$ cat config.mk
export PLATFORM = sky130hd
export DESIGN_NAME = lcd_instr_queue_tx
export DESIGN_NICKNAME = d
export VERILOG_FILES = /design/src/rtl/lcd_pkg.sv /design/src/rtl/lcd_instr_queue_tx_fifo.sv /design/src/rtl/lcd_instr_queue_tx.sv
export SDC_FILE = /design/constraint.sdc
export NUM_CORES = 1
export LEC_CHECK = 0
export CORE_UTILIZATION = 25
export CTS_BUF_LIST = sky130_fd_sc_hd__clkbuf_8
export CTS_CLUSTER_SIZE = 28
export DETAILED_ROUTE_END_ITERATION = 10
export PLACE_DENSITY = 0.42
export SYNTH_ARGS = -nofsm -noshare
export SYNTH_HDL_FRONTEND = slang
export SYNTH_SLANG_ARGS = --single-unit
export TNS_END_PERCENT = 10
$ cat constraint.sdc
create_clock -name clk -period 3.1 [get_ports clk]
set_input_delay 0.62 -clock clk [delete_from_list [all_inputs] [get_ports clk]]
set_output_delay 0.62 -clock clk [all_outputs]
set_load 0.005 [all_outputs]
$ cat src/rtl/lcd_pkg.sv
// Shared types and constants for the queued 4-bit LCD instruction sender.
// Holds the FSM encoding, the common command bytes and the default 50 MHz timing.
package lcd_pkg;

   typedef enum logic [3:0] {
      ST_IDLE     = 4'd0,
      ST_SETUP_HI = 4'd1,
      ST_PULSE_HI = 4'd2,
      ST_HOLD_HI  = 4'd3,
      ST_GAP      = 4'd4,
      ST_SETUP_LO = 4'd5,
      ST_PULSE_LO = 4'd6,
      ST_HOLD_LO  = 4'd7,
      ST_WAIT     = 4'd8
   } lcd_state_e;

   localparam logic [7:0] LCD_CLEAR    = 8'h01;
   localparam logic [7:0] LCD_HOME     = 8'h02;
   localparam logic [7:0] LCD_FUNC_SET = 8'h28;
   localparam logic [7:0] LCD_ENTRY    = 8'h06;
   localparam logic [7:0] LCD_DISP_ON  = 8'h0C;

   localparam int unsigned T_SETUP_DEF = 2;
   localparam int unsigned T_PULSE_DEF = 12;
   localparam int unsigned T_HOLD_DEF  = 1;
   localparam int unsigned T_GAP_DEF   = 50;
   localparam int unsigned T_CMD_DEF   = 2000;
   localparam int unsigned T_LONG_DEF  = 82000;
   localparam int unsigned CNT_W_DEF   = 17;

   // Clear (0x01) and Return-Home (0x02/0x03) are instruction writes that need the long wait.
   function automatic logic is_long_cmd(input logic [9:0] word);
      return (word[9:8] == 2'b00) && (word[7:2] == 6'd0) && (word[1:0] != 2'b00);
   endfunction

endpackage

$ cat src/rtl/lcd_instr_queue_tx_fifo.sv
// Synchronous FIFO with a registered occupancy count; lcd_cmd_fifo is used by the LCD sender.
module lcd_cmd_fifo #(
   parameter int unsigned DEPTH = 8,
   parameter int unsigned WIDTH = 10,
   localparam int unsigned AW = $clog2(DEPTH),
   localparam int unsigned LW = AW + 1
) (
   input  logic             clk,
   input  logic             reset,
   input  logic             push_i,
   input  logic [WIDTH-1:0] wr_data_i,
   input  logic             pop_i,
   output logic [WIDTH-1:0] rd_data_o,
   output logic [LW-1:0]    level_o,
   output logic             not_full_o
);

   logic [WIDTH-1:0] mem_q [DEPTH];
   logic [AW-1:0]    wr_ptr_q, rd_ptr_q;
   logic [LW-1:0]    level_q, level_d;
   logic             do_push, do_pop;

   // A push while full is dropped so stored entries are never overwritten.
   assign do_push    = push_i && (level_q != LW'(DEPTH));
   assign do_pop     = pop_i && (level_q != '0);
   assign rd_data_o  = mem_q[rd_ptr_q];
   assign level_o    = level_q;
   assign not_full_o = (level_q != LW'(DEPTH));

   always_comb begin
      level_d = level_q;
      if (do_push && !do_pop) begin
         level_d = level_q + 1'b1;
      end else if (do_pop && !do_push) begin
         level_d = level_q - 1'b1;
      end
   end

   always_ff @(posedge clk) begin
      if (reset) begin
         wr_ptr_q <= '0;
         rd_ptr_q <= '0;
         level_q  <= '0;
      end else begin
         if (do_push) wr_ptr_q <= wr_ptr_q + 1'b1;
         if (do_pop)  rd_ptr_q <= rd_ptr_q + 1'b1;
         level_q <= level_d;
      end
   end

   always_ff @(posedge clk) begin
      if (!reset && do_push) begin
         mem_q[wr_ptr_q] <= wr_data_i;
      end
   end

endmodule

$ cat src/rtl/lcd_instr_queue_tx.sv
// Queued LCD instruction sender: FIFO of {RS,RW,D} words driven out as two
// timed nibbles on the 4-bit character-LCD bus, high nibble first.
module lcd_instr_queue_tx
   import lcd_pkg::*;
#(
   parameter int unsigned DEPTH   = 8,
   parameter int unsigned T_SETUP = T_SETUP_DEF,
   parameter int unsigned T_PULSE = T_PULSE_DEF,
   parameter int unsigned T_HOLD  = T_HOLD_DEF,
   parameter int unsigned T_GAP   = T_GAP_DEF,
   parameter int unsigned T_CMD   = T_CMD_DEF,
   parameter int unsigned T_LONG  = T_LONG_DEF,
   parameter int unsigned CNT_W   = CNT_W_DEF,
   localparam int unsigned LW = $clog2(DEPTH) + 1
) (
   input  logic          clk,
   input  logic          reset,
   input  logic          in_valid,
   output logic          in_ready,
   input  logic [9:0]    in_db,
   output logic          LCD_RS,
   output logic          LCD_RW,
   output logic          LCD_E,
   output logic [3:0]    SF_D,
   output logic          done,
   output logic          idle,
   output logic [LW-1:0] level,
   output logic [3:0]    dbg_state_o
);

   localparam logic [CNT_W-1:0] L_SETUP = CNT_W'(T_SETUP - 1);
   localparam logic [CNT_W-1:0] L_PULSE = CNT_W'(T_PULSE - 1);
   localparam logic [CNT_W-1:0] L_HOLD  = CNT_W'(T_HOLD - 1);
   localparam logic [CNT_W-1:0] L_GAP   = CNT_W'(T_GAP - 1);
   localparam logic [CNT_W-1:0] L_CMD   = CNT_W'(T_CMD - 1);
   localparam logic [CNT_W-1:0] L_LONG  = CNT_W'(T_LONG - 1);

   lcd_state_e       state_q, state_d;
   logic [CNT_W-1:0] cnt_q, cnt_d;
   logic [9:0]       cur_q, cur_d;
   logic [9:0]       fifo_rd;
   logic [LW-1:0]    fifo_level;
   logic             pop;
   logic             e_q, e_d;
   logic [3:0]       sf_q, sf_d;
   logic             rs_q, rs_d;
   logic             rw_q, rw_d;
   logic             done_q, done_d;

   lcd_cmd_fifo #(
      .DEPTH (DEPTH),
      .WIDTH (10)
   ) u_fifo (
      .clk        (clk),
      .reset      (reset),
      .push_i     (in_valid),
      .wr_data_i  (in_db),
      .pop_i      (pop),
      .rd_data_o  (fifo_rd),
      .level_o    (fifo_level),
      .not_full_o (in_ready)
   );

   // Each timed state is entered with its counter at T-1 and left when it reaches 0.
   always_comb begin
      state_d = state_q;
      cnt_d   = cnt_q;
      cur_d   = cur_q;
      pop     = 1'b0;
      if (state_q == ST_IDLE) begin
         if (fifo_level != '0) begin
            pop     = 1'b1;
            cur_d   = fifo_rd;
            state_d = ST_SETUP_HI;
            cnt_d   = L_SETUP;
         end
      end else if (cnt_q != '0) begin
         cnt_d = cnt_q - 1'b1;
      end else begin
         case (state_q)
            ST_SETUP_HI: begin state_d = ST_PULSE_HI; cnt_d = L_PULSE; end
            ST_PULSE_HI: begin state_d = ST_HOLD_HI;  cnt_d = L_HOLD;  end
            ST_HOLD_HI:  begin state_d = ST_GAP;      cnt_d = L_GAP;   end
            ST_GAP:      begin state_d = ST_SETUP_LO; cnt_d = L_SETUP; end
            ST_SETUP_LO: begin state_d = ST_PULSE_LO; cnt_d = L_PULSE; end
            ST_PULSE_LO: begin state_d = ST_HOLD_LO;  cnt_d = L_HOLD;  end
            ST_HOLD_LO: begin
               state_d = ST_WAIT;
               cnt_d   = is_long_cmd(cur_q) ? L_LONG : L_CMD;
            end
            default: begin state_d = ST_IDLE; cnt_d = '0; end
         endcase
      end
   end

   // Outputs are computed from the next state so the pins change on the same edge as the FSM.
   always_comb begin
      e_d    = (state_d == ST_PULSE_HI) || (state_d == ST_PULSE_LO);
      sf_d   = 4'h0;
      rs_d   = 1'b0;
      rw_d   = 1'b0;
      done_d = (state_q == ST_WAIT) && (cnt_q == '0);
      case (state_d)
         ST_SETUP_HI, ST_PULSE_HI, ST_HOLD_HI, ST_GAP: sf_d = cur_d[7:4];
         ST_SETUP_LO, ST_PULSE_LO, ST_HOLD_LO:         sf_d = cur_d[3:0];
         default:                                      sf_d = 4'h0;
      endcase
      if (state_d != ST_IDLE) begin
         rs_d = cur_d[9];
         rw_d = cur_d[8];
      end
   end

   always_ff @(posedge clk) begin
      if (reset) begin
         state_q <= ST_IDLE;
         cnt_q   <= '0;
         cur_q   <= '0;
         e_q     <= 1'b0;
         sf_q    <= 4'h0;
         rs_q    <= 1'b0;
         rw_q    <= 1'b0;
         done_q  <= 1'b0;
      end else begin
         state_q <= state_d;
         cnt_q   <= cnt_d;
         cur_q   <= cur_d;
         e_q     <= e_d;
         sf_q    <= sf_d;
         rs_q    <= rs_d;
         rw_q    <= rw_d;
         done_q  <= done_d;
      end
   end

   assign LCD_E       = e_q;
   assign SF_D        = sf_q;
   assign LCD_RS      = rs_q;
   assign LCD_RW      = rw_q;
   assign done        = done_q;
   assign level       = fifo_level;
   assign idle        = (state_q == ST_IDLE) && (fifo_level == '0);
   assign dbg_state_o = state_q;

endmodule

==> impl_summary.md <==
Status
The run finished with clean final reports.

Final layout
Leaving out fill and tap cells, the most frequent cells in the layout are edfxtp_1 (80), dfxtp_1 (52), nor2_1 (44). In the final layout, the share of cells above drive strength 1 is 18.0%. Across the whole layout, storage elements account for 3440 um2. Leaving out fill and tap cells, the most frequent cell in the layout is edfxtp_1. 0 antenna diodes ended up in the layout.

The area growth from synthesis to layout is 20.8%. The final-stage net count is 508. For this run, the share of the core covered by cells in the final layout is 30.8%. Fill cells in the final layout number 2232.

The multi-input combinational cells in the finished layout cover a total of 2010 um2.

Hold path
The path with the worst hold slack has its endpoint at cnt_q[14]$_SDFFE_PP0N_. The hold-critical path depth is 2. The start point of the worst min-delay path is cnt_q[14]$_SDFFE_PP0N_. The path class of the tightest hold or removal check is reg2reg.

Global routing
The initial antenna violation count is 0. The via count of the first global-routing pass is 3771. Entering global routing, the biggest net connects 21 pins. The global-route total usage across every layer is 13.0%. The first-pass GRT wire length is 21600 um. Global routing finished with a remaining overflow of 0.

Setup path
The sort of element at the end of the critical path is an output pin. For the worst setup path, the data required time is 2.48 ns. The maximum fanout count along the critical path is 7.

The kind of critical path is reg2out. The worst register-to-register path begins at u_fifo.level_o[3]$_SDFFE_PP0P_. For the worst flop-to-flop path, the logic depth is 11.

The endpoint identified for the worst register-to-register timing path is u_fifo.level_o[3]$_SDFFE_PP0P_. The arrival time reported for the critical path endpoint is 2.25 ns. STA classifies the critical path startpoint as a register. The register-to-register setup slack is 0.28 ns.

STA
The max-slew violation total from the final report is 0. Setup repair after global routing left no endpoint under its margin. Between clock sinks in the finished design, the worst skew comes to 0.0164 ns.

The number of failing hold endpoints at the final stage is 0. The transition time at the pin with the least slew margin is 0.930 ns. Dividing the final minimum period by the clock period gives 92.7%.

For this run, the top clock speed supported by timing is 348 MHz. The final count of negative-setup-slack endpoints is 0. The post-layout minimum cycle time is 2.87 ns. In the final timing run, aggregate negative setup slack is 0 ns. The max-slew headroom at the worst pin is 37.2%.

Route
The initial detailed-routing violation count is 219. The detailed-route wire length per cell is 17.8 um. The first detailed-routing pass took 4 iterations. Once detail routing completed, the nets flagged for antenna violations numbered 0. For this run, design rule violations remaining after detail routing come to 0. The routed via count is 3770. The final routed wirelength across all metal layers is 13900 um.

The via density per instance is 4.83.

Place
Detailed placement ended at an HPWL of 9020 um. The final RePlAce weighted congestion is 0.800. The count of port buffers added during placement is 30.

Floorplan
Once the floorplan was initialized, standard cells occupied 25.5% of the core. The standard cell core area is 21900 um2. The vertical die dimension is 152 um.

Pin placement for this block handled 31 I/O pins. In this run the horizontal extent of the chip is 152 um. The floorplan has 54 rows. The floorplan step defined a die boundary enclosing 23000 um2.

Synth
The fraction of registers with async set or reset after synthesis is 0%. The share of the yosys chip area belonging to registers is 61.6%. The most instantiated flip-flop cell in the synthesis netlist is edfxtp_1. Synthesis produced a netlist whose cell count is 436. The number of synthesized register bits is 132. The average instance in the mapped netlist occupies 12.8 um2. The count of synthesis-stage warnings from yosys is 0. The distinct cell type count after synthesis is 63. Of all cell types, the one taking the most synthesized area is edfxtp_1. The number of nets produced by synthesis is 457. After synthesis the cells add up to 5590 um2. In the post-synthesis netlist, the biggest area contributors are edfxtp_1 (43%), dfxtp_1 (19%), mux4_2 (8.1%).

The share of synthesized area in the top cell type comes to 43.0%. Counting flops with a built-in enable in the synthesized netlist gives 80.

Clocking
The number of hold buffers added after CTS is 0. The largest buffer count on any clock path is 2. Clock-pin slew was measured on the worst setup and hold paths at 0.08 ns. The library cell used as clock root buffer is clkbuf_8. The clock reaches the later pin of the worst-skew pair after 0.44 ns. The number of clock sinks is 132. The CTS buffer count is 17. The H-tree generated during clock tree synthesis spans 4 levels.

TritonCTS built the clock tree.

Power
The power per cell area is 987 nW/um2. The reported leakage power is 2.30 nW. The peak ir drop on the vdd network is 0.000283 V. The design draws 0.00666 W.

Run
The tool flagged a number of max-cap violations equal to 0.
[sequential cells by signal, summed over array words and instances (netlist names), named ones only]
| name | count |
|---|---|
| u_fifo.mem_q | 80 |
| cur_q | 10 |
| dbg_state_o | 4 |
| cnt_q | 17 |
| u_fifo.wr_ptr_q | 3 |
| SF_D | 4 |
| LCD_E | 1 |
| LCD_RS | 1 |
| u_fifo.rd_ptr_q | 3 |
| u_fifo.level_o | 4 |
| LCD_RW | 1 |
| done | 1 |
[logic make-up after synthesis]
logic type,Yosys count,share of synthesized area (%)
xor gates and xnor gates,7,1.10
AOI/OAI and AO/OA,88,10.5
adders and majority gates,8,1.93
DFF,132,61.6
and+or+nand+nor,148,14.2
muxes,21,8.24
buffers and inverters,32,2.49
[worst max path at each step]
stage / depth (start not counted) / to / startpoint
after floorplan: 13 / u_fifo.level_o[3]$_SDFFE_PP0P_ / dbg_state_o[3]$_SDFF_PP0_
after global placement: 11 / u_fifo.level_o[3]$_SDFFE_PP0P_ / in_valid
after detailed placement: 11 / u_fifo.level_o[3]$_SDFFE_PP0P_ / in_valid
after CTS: 5 / idle / u_fifo.level_o[0]$_SDFFE_PP0P_
after global routing: 5 / idle / u_fifo.level_o[0]$_SDFFE_PP0P_
final: 5 / idle / u_fifo.level_o[0]$_SDFFE_PP0P_
[synthesized netlist by cell type, types with 2 or more instances]
master     count
a2111oi_0      2
a211oi_1       3
a21o_1         3
a21oi_1       27
a22o_1         4
a31oi_1        5
a41o_1         2
buf_1          2
buf_2          6
clkbuf_1      13
dfxtp_1       52
edfxtp_1      80
ha_1           7
inv_1          8
mux4_2        20
nand2_1       34
nand2b_1       3
nand3_1        7
nand4_1        2
nand4b_1       3
nor2_1        44
nor3_1        19
nor4_1         6
o211a_1        2
o211ai_1       2
o21ai_0       13
o22ai_1       10
o311a_1        2
o311ai_0       3
or3_1          6
or4_1          8
or4b_2         2
xnor2_1        4
xor2_1         3
[critical path, cell delays in order, from the launching register on]
cell	delay, ns
dfxtp_1	0.31
buf_4	0.15
nor4_1	0.47
nand2_2	0.26
inv_1	0.12
clkdlybuf4s50_1	0.50
[where the power goes]
| group | total (W) | leakage [nW] | internal, W | switching [W] |
|---|---|---|---|---|
| sequential | 0.00229 | 1.15 | 0.00210 | 0.000190 |
| clock | 0.00159 | 0.215 | 0.000823 | 0.000765 |
| combinational | 0.00278 | 0.934 | 0.00114 | 0.00164 |
| total | 0.00666 | 2.30 | 0.00407 | 0.00259 |
[per-layer routing]
layer	global-route usage, %	up-vias	part of all wire (%)
li1	-	1793	-
met1	16.6	1893	46
met2	21.6	78	50
met3	3.17	6	3.5
met4	4.06	0	0.56
met5	0	-	0
[through the flow]
stage / worst slack [ns] / hold slack [ns] / instance area, um2 / cells
detailed placement: 0.252 / 0.472 / 6320 / 748
finish: 0.226 / 0.486 / 6750 / 780
global route: 0.000584 / 0.518 / 6750 / 780
CTS: 0.0689 / 0.486 / 6750 / 780
global placement: 0.306 / 0.467 / 6320 / 748
floorplan: 0.269 / 0.444 / 5590 / 436
[layout make-up]
class                   count  share of cell area (%)
clock inverters            15                    2.89
flip-flops and latches    132                    51.0
multi-input cells         272                    29.8
clock buffers              17                    3.47
repair buffers             55                    7.16
inverters                   9                   0.501
well taps                 280                    5.19
[timing repair]
action                                  4_1_cts  5_1_grt
resized for setup                             0        1
endpoints found under the setup margin        0        1
buffers inserted                              0        0
Note: power is estimated with default switching activity, not from simulation.
